## src/rtl/decoder_pkg.sv

```systemverilog
`default_nettype none
// ---------------------------------------------------------------------------
// decoder_pkg : shared FSM state type and one-hot helper for decoder_scan
// Rev 1.0
// ---------------------------------------------------------------------------
package decoder_pkg;

    typedef enum logic [1:0] {
        ST_OFF    = 2'd0,
        ST_DIRECT = 2'd1,
        ST_SCAN   = 2'd2
    } state_t;

    localparam int MAX_SEL_W = 6;

    // Full-width result; callers keep the low 2**SEL_W bits.
    function automatic logic [(2**MAX_SEL_W)-1:0] onehot(input logic [MAX_SEL_W-1:0] i);
        onehot = {{((2**MAX_SEL_W)-1){1'b0}}, 1'b1} << i;
    endfunction

endpackage
`default_nettype wire

```

## src/rtl/decoder_onehot.sv

```systemverilog
`default_nettype none
// ---------------------------------------------------------------------------
// decoder_onehot : combinational SEL_W -> 2**SEL_W one-hot decoder with enable
// Rev 1.0
// ---------------------------------------------------------------------------
module decoder_onehot
    import decoder_pkg::*;
#(
    parameter int SEL_W = 4,
    parameter int OUT_W = 2**SEL_W
) (
    input  logic             en,
    input  logic [SEL_W-1:0] sel,
    output logic [OUT_W-1:0] y
);

    logic [(2**MAX_SEL_W)-1:0] full;

    always_comb begin
        full = onehot(MAX_SEL_W'(sel));
        y    = en ? full[OUT_W-1:0] : '0;
    end

endmodule
`default_nettype wire

```

## src/rtl/decoder_scan.sv

```systemverilog
`default_nettype none
// ---------------------------------------------------------------------------
// decoder_scan : registered one-hot decoder with direct-load and auto-scan modes
// Rev 1.0
// ---------------------------------------------------------------------------
module decoder_scan
    import decoder_pkg::*;
#(
    parameter int SEL_W = 4,
    parameter int HOLD  = 1
) (
    input  logic                  clk,
    input  logic                  rst,
    input  logic                  en,
    input  logic                  mode,
    input  logic                  load,
    input  logic [SEL_W-1:0]      sel,
    output logic [(2**SEL_W)-1:0] dout,
    output logic [SEL_W-1:0]      idx,
    output logic                  wrap
);

    localparam int OUT_W = 2**SEL_W;
    localparam int CNT_W = ($clog2(HOLD + 1) < 1) ? 1 : $clog2(HOLD + 1);
    localparam logic [CNT_W-1:0] HOLD_LAST = CNT_W'(HOLD - 1);

    state_t             state_q, state_d;
    logic [SEL_W-1:0]   idx_q, idx_d;
    logic [CNT_W-1:0]   hcnt_q, hcnt_d;
    logic [OUT_W-1:0]   dout_q, dout_d;
    logic               wrap_q, wrap_d;

    always_comb begin
        state_d = ST_OFF;
        idx_d   = idx_q;
        hcnt_d  = hcnt_q;
        wrap_d  = 1'b0;

        if (en) begin
            state_d = mode ? ST_SCAN : ST_DIRECT;
        end

        case (state_d)
            ST_OFF: begin
            end
            ST_DIRECT: begin
                hcnt_d = '0;
                if (load) begin
                    idx_d = sel;
                end
            end
            ST_SCAN: begin
                if (load) begin
                    idx_d  = sel;
                    hcnt_d = '0;
                end else if (state_q != ST_SCAN) begin
                    // Entry cycle: present the retained index, start a fresh hold
                    hcnt_d = '0;
                end else if (hcnt_q == HOLD_LAST) begin
                    hcnt_d = '0;
                    idx_d  = idx_q + 1'b1;
                    wrap_d = (idx_q == {SEL_W{1'b1}});
                end else begin
                    hcnt_d = hcnt_q + 1'b1;
                end
            end
            default: begin
            end
        endcase
    end

    decoder_onehot #(
        .SEL_W (SEL_W),
        .OUT_W (OUT_W)
    ) u_onehot (
        .en  (state_d != ST_OFF),
        .sel (idx_d),
        .y   (dout_d)
    );

    always_ff @(posedge clk) begin
        if (rst) begin
            state_q <= ST_OFF;
            idx_q   <= '0;
            hcnt_q  <= '0;
            dout_q  <= '0;
            wrap_q  <= 1'b0;
        end else begin
            state_q <= state_d;
            idx_q   <= idx_d;
            hcnt_q  <= hcnt_d;
            dout_q  <= dout_d;
            wrap_q  <= wrap_d;
        end
    end

    assign dout = dout_q;
    assign idx  = idx_q;
    assign wrap = wrap_q;

endmodule
`default_nettype wire

```

## config.mk

```make
export PLATFORM = sky130hd
export DESIGN_NAME = decoder_scan
export DESIGN_NICKNAME = d
export VERILOG_FILES = /design/src/rtl/decoder_pkg.sv /design/src/rtl/decoder_onehot.sv /design/src/rtl/decoder_scan.sv
export SDC_FILE = /design/constraint.sdc
export NUM_CORES = 1
export LEC_CHECK = 0
export CAP_MARGIN = 5
export CORE_UTILIZATION = 44
export CTS_CLUSTER_DIAMETER = 40
export DETAILED_ROUTE_END_ITERATION = 16
export PLACE_DENSITY_LB_ADDON = 0.25
export SYNTH_ARGS = -nofsm -noshare
export SYNTH_HDL_FRONTEND = slang
export SYNTH_SLANG_ARGS = --single-unit
```

## constraint.sdc

```tcl
create_clock -name clk -period 2.5 [get_ports clk]
set_clock_uncertainty 0.15 [all_clocks]
set_input_delay 0.5 -clock clk [delete_from_list [all_inputs] [get_ports clk]]
set_output_delay 0.5 -clock clk [all_outputs]
set_load 0.01 [all_outputs]
```

==> results.md, run 1 <==
- Slew of the pin with the lowest slew margin: 601 ps
- Data arrival time of the worst path: 2260 ps
- Max FO, Critical Path: 10
- Router iterations before antenna repair: 4
- Number of synthesized flops with an enable pin: 0
- CTS tree: done
- Crit-path leading delay family: simple AND/OR/NAND/NOR gates
- Most numerous cell in the Yosys netlist: dfxtp_1
- Synth Flop Type: dfxtp_1
- Period utilisation layout: 89.1%
- Area grow syn2layout: 36.9%
- Synth top area share: 49.3%
- Port Buffer Count: 29
- Max Cap Viol: 0
- CP Capture Type: register
- WP buf/inv: 1
- Post-Syn Area: 933 um2
- Post-Synthesis Cells: 88
- Synth cell count leaders: dfxtp_1 (23), nor4_1 (16), nand2_1 (6)
- Slowest cell on crit path: clkdlybuf4s50_1
- Clock-pin slew on the worst setup and hold paths: 110 ps
- Average size of a mapped cell: 10.6 um2
- Worst slew margin: 59.9%
- CP startpoint: en
- Final Net Count: 133
- # IOs: 30
- Post-synthesis async set-or-reset flop share: 0%
- Clk Latency, worst-skew pair: 290 ps
- CP Capture Point: dout[7]$_SDFF_PP0_
- First-pass GRT wire length: 2.71 mm
- F_max: 0.449 GHz
- WS Path Type: input port to register
- Std-Cell Rows: 16
- Final Worst Setup Slack: 273 ps
- Reg2reg end: dout[8]$_SDFF_PP0_
- Crit path cell chain: clkdlybuf4s50_1 -> o21a_4 -> o22ai_2 -> or3b_1 -> nor4_1
- Final critical-path required period: 2230 ps
- CP required: 2530 ps
- Setup crit start kind: input port
- GPL Wtd Cong: 0.905
- Count of final hold-check violations: 0
- Grt ovf: 0
- Largest net degree at the start of global routing: 13
- Power Density: 510 nW/um2
- Reg-to-reg slack, setup: 410 ps
- Die area: 2310 um2
- Critical path depth: 5
- Clock buffer count from CTS: 3
- Vias: 782
- CTS Buffer Depth: 2
- Endpoints failing setup: 0
- Yosys top cell by area: dfxtp_1
- Fraction of layout cells with a size suffix above 1: 13.1%
- Initial antenna violation count: 0
- Drt via density: 5.25
- Dpl ws: -24.3 ps
- Inserted Diodes: 0
- Overall routing resource usage: 16.9%
- Status: finished, final reports clean
- Die W: 48.1 um
- Post-CTS sizing: 0
- Sequential element share of the synthesized area: 49.3%
- Post-CTS Hold Buffers: 0
- Initial Util: 47.1%
- DRC: 0
- Height of the die: 48.1 um
- YS warnings: 0
- Syn nets: 98
- Final hold slack: 380 ps
- Clock sink count: 23
- Peak VDD IR: 238 uV
- Reg-to-Reg Start: idx[0]$_SDFF_PP0_
- Hold crit path type: register to register
- Leakage power: 0.451 nW
- Post-CTS Setup Inserts: 0
- Final setup TNS: 0 ps
- RSZ-0062 raised after global routing: false
- Worst Reg2Reg Path Length in Cells: 5
- Flop and latch count out of synthesis: 23
- CTS root buf: clkbuf_4
- Distinct cells, synth: 34
- Largest stage delay, worst path: 660 ps
- Final Core Density: 64.5%
- Starting DRT DRC Count: 17
- Vias in the first global route: 622
- Dominant cells by area after synthesis: dfxtp_1 (49%), nor4_1 (11%), buf_6 (2.4%)
- Post-DRT Antenna Nets: 0
- Core box area: 1980 um2
- Final WL: 1.78 mm
- Final Max Tran Viols: 0
- Final HPWL from detailed placement: 1.38 mm
- Wire length per cell: 12.0 um
- H-tree levels: 1
[layer usage]
metal  vias to the layer above  track usage [%]  routed length (um)
met5                         -                0                   0
met3                         2             3.40                  71
met2                        24             29.7                 877
met1                       348             20.8                 818
li1                        408                -                   -
met4                         0             5.00                  12
[worst reg2reg max path: cells and delay by family, from the launching register on]
family / cells / cell delay, ps
DFF: 1 / 460
AOI/OAI and AO/OA: 2 / 720
adders and majority gates: 1 / 260
and+or+nand+nor: 2 / 420
[cell families after synthesis]
family,Yosys count,share of synthesized area [%]
buffers and inverters,6,5.09
DFF,23,49.3
adders and majority gates,1,1.34
AOI/OAI and AO/OA,20,19.7
and+or+nand+nor,38,24.5
[worst min-delay path by stage]
stage | slack [ps] | cells past startpoint | start | end
after floorplan | 370 | 2 | idx[2]$_SDFF_PP0_ | wrap$_SDFF_PP0_
after global placement | 350 | 1 | idx[3]$_SDFF_PP0_ | wrap$_SDFF_PP0_
after detailed placement | 360 | 2 | idx[2]$_SDFF_PP0_ | wrap$_SDFF_PP0_
after CTS | 380 | 2 | idx[2]$_SDFF_PP0_ | wrap$_SDFF_PP0_
after global routing | 400 | 1 | idx[3]$_SDFF_PP0_ | wrap$_SDFF_PP0_
final | 380 | 1 | idx[3]$_SDFF_PP0_ | wrap$_SDFF_PP0_
[layout by cell type, fill, tap and decap left out]
master / n
nand4b_1: 1
clkdlybuf4s50_1: 29
and3b_1: 2
o21ai_0: 4
a211oi_1: 1
a31o_4: 1
a21oi_1: 2
o31ai_1: 1
nand2b_1: 1
o21ai_1: 1
or3_4: 1
a22o_2: 1
o22ai_2: 1
a21o_1: 1
nand2_1: 6
buf_4: 4
a31oi_2: 1
nor2_1: 4
dfxtp_1: 23
and2_1: 2
and2b_1: 1
nand3_1: 1
nand4_1: 1
o221a_2: 1
a2111oi_2: 1
a32o_1: 1
clkbuf_4: 3
a22oi_1: 1
nor3b_1: 1
o221ai_2: 1
inv_1: 3
ha_1: 1
o21a_4: 1
nor4_1: 16
clkbuf_1: 1
or3b_1: 1
[state kept, by name (all words and copies together), names as in the netlist]
name     flops
dout        16
idx          4
state_q      2
wrap         1
[through the flow]
stage | total power [mW] | instances | instance area, um2
floorplan | 0.455 | 88 | 933
finish | 0.651 | 149 | 1280
global route | 0.686 | 149 | 1280
detailed placement | 0.497 | 145 | 1250
global placement | 0.496 | 145 | 1250
CTS | 0.655 | 149 | 1280
[layout make-up]
class	count	area [um2]
clock buffer	4	26.3
multi-input combinational	59	425
sequential	23	460
inverter	3	11.3
timing repair buffer	33	320
fill	167	704
tap	27	33.8
[power breakdown]
part | total, mW | switching, mW | internal (mW)
combinational | 0.107 | 0.0557 | 0.0510
sequential | 0.383 | 0.00767 | 0.376
clock | 0.161 | 0.0993 | 0.0620
total | 0.651 | 0.163 | 0.489
Power figures use the tool's default switching activity.
==> run 2, diff against run 1 <==
--- a/config.mk
+++ b/config.mk
@@ -10,6 +10,8 @@
 export CTS_CLUSTER_DIAMETER = 40
 export DETAILED_ROUTE_END_ITERATION = 16
 export PLACE_DENSITY_LB_ADDON = 0.25
+export REMOVE_ABC_BUFFERS = 1
+export SKIP_CTS_REPAIR_TIMING = 1
 export SYNTH_ARGS = -nofsm -noshare
 export SYNTH_HDL_FRONTEND = slang
 export SYNTH_SLANG_ARGS = --single-unit
==> results.md, run 2 (synthesis results as in run 1) <==
- Status: finished, final reports clean
- Core box area: 1980 um2 (unchanged)
- Design area: 1310 um2 (+2.3%)
- Final hold slack: 380 ps (+0.232 ps)
- Comb power frac: 17.2% (+0.8 points)
- Net switching power: 0.164 mW (+0.55%)
- WS Path Type: input port to register
- Port Buffer Count: 29 (unchanged)
- Clk Latency, worst-skew pair: 290 ps (about the same)
- Peak VDD IR: 343 uV (+44%)
- Clock-pin slew on the worst setup and hold paths: 120 ps (about the same)
- Internal: 0.493 mW (+0.89%)
- Vias: 793 (+1.4%)
- Max Cap Viol: 0 (unchanged)
- Overall routing resource usage: 18.6% (+1.6 points)
- Inserted Diodes: 0 (unchanged)
- Count of final hold-check violations: 0 (unchanged)
- CTS root buf: clkbuf_4
- Max FO, Critical Path: 8 (-2)
- Largest net degree at the start of global routing: 13 (unchanged)
- Clock buffer count from CTS: 3 (unchanged)
- Clock sink count: 23 (unchanged)
- Wire length per cell: 12.4 um (+3.7%)
- Final Net Count: 137 (+3.0%)
- CTS tree: done
- RSZ-0062 raised after global routing: false
- Vias in the first global route: 652 (+4.8%)
- Fraction of layout cells with a size suffix above 1: 15.9% (+2.8 points)
- Initial Util: 47.1% (unchanged)
- DRC: 0 (unchanged)
- Worst slew margin: 57.8% (-2.2 points)
- F_max: 0.450 GHz (+0.19%)
- GPL Wtd Cong: 0.894 (-1.2%)
- Initial antenna violation count: 0 (unchanged)
- Seq pwr share: 58.4% (-0.5 points)
- Clk pwr share: 24.4% (-0.4 points)
- First-pass GRT wire length: 2.97 mm (+9.7%)
- Switching Share: 24.9% (-0.064 points)
- Period utilisation layout: 88.9% (-0.17 points)
- Router iterations before antenna repair: 4 (unchanged)
- H-tree levels: 1 (unchanged)
- Data arrival time of the worst path: 2230 ps (-30 ps)
- CP Capture Type: register
- Non-Filler Instances: 153 (+2.7%)
- Slew of the pin with the lowest slew margin: 633 ps (+32.3 ps)
- Area grow syn2layout: 40.1%
- Setup crit start kind: input port
- Power Density: 502 nW/um2 (-1.5%)
- Final HPWL from detailed placement: 1.49 mm (+8.0%)
- Fillcell total: 172 (+3.0%)
- Die area: 2310 um2 (unchanged)
- # IOs: 30 (unchanged)
- Final WL: 1.90 mm (+6.5%)
- Dpl ws: -8.60 ps (+15.7 ps)
- Most frequent cells in the layout: clkdlybuf4s50_1 (29), dfxtp_1 (23), nor4_1 (16)
- CP required: 2510 ps (-20 ps)
- Final Worst Setup Slack: 277 ps (+4.32 ps)
- Post-DRT Antenna Nets: 0 (unchanged)
- Largest register FFs: 16 (unchanged)
- Drt via density: 5.18 (-1.2%)
- Die W: 48.1 um (unchanged)
- Final setup TNS: 0 ps (unchanged)
- CTS Buffer Depth: 2 (unchanged)
- Height of the die: 48.1 um (unchanged)
- Placed Area: 1280 um2 (+2.4%)
- Hold crit path type: register to register
- Leakage power: 0.470 nW (+4.2%)
- Most common cell after layout, fill and taps aside: clkdlybuf4s50_1
- Std-Cell Rows: 16 (unchanged)
- Final critical-path required period: 2220 ps (-4.32 ps)
- Inst Count DP: 149 (+2.8%)
- Final Max Tran Viols: 0 (unchanged)
- Endpoints failing setup: 0 (unchanged)
- Grt ovf: 0 (unchanged)
- Starting DRT DRC Count: 12 (-5)
==> run 2: worst paths after layout <==
kind | from | to | slack (ps) | depth (start not counted)
worst max-delay path | load | dout[1]$_SDFF_PP0_ | 280 | 6
worst min-delay path | idx[3]$_SDFF_PP0_ | wrap$_SDFF_PP0_ | 380 | 1
worst max register to register | idx[0]$_SDFF_PP0_ | dout[1]$_SDFF_PP0_ | 380 | 5
worst min register to register | idx[3]$_SDFF_PP0_ | wrap$_SDFF_PP0_ | 380 | 1
==> run 2: layer usage <==
layer,share of wire (%),global-route usage [%],vias up
met5,0,0,-
met3,4.3,4.15,2
li1,-,-,417
met4,0.37,3.33,0
met1,44,23.9,346
met2,51,31.9,28
==> run 2: stage by stage <==
step | total power [mW] | util [%]
after floorplan | 0.447 | -
final | 0.656 | 66.0
after global routing | 0.699 | 66.0
after global placement | 0.502 | 64.6
after CTS | 0.661 | 66.0
after detailed placement | 0.504 | 64.6
==> run 2: power groups by stage <==
stage               clock network (mW)  registers [mW]  logic [mW]
detailed placement                   0           0.392       0.113
CTS                              0.164           0.383       0.113
finish                           0.160           0.383       0.113
floorplan                            0           0.394      0.0526
global route                     0.190           0.385       0.124
global placement                     0           0.391       0.111
==> run 2: area by class of cell <==
class                   instances  area (um2)  share of cell area (%)
well taps                      27        33.8                    2.58
repair buffers                 37         350                    26.8
inverters                       3        11.3                   0.861
multi-input cells              59         425                    32.5
clock buffers                   4        26.3                    2.01
flip-flops and latches         23         460                    35.2
==> run 2: worst max-delay path, stage by stage <==
cell,delay (ps)
clkdlybuf4s50_1,600
buf_4,180
nor2_1,50
a22o_2,250
a21oi_1,500
nor4_1,150
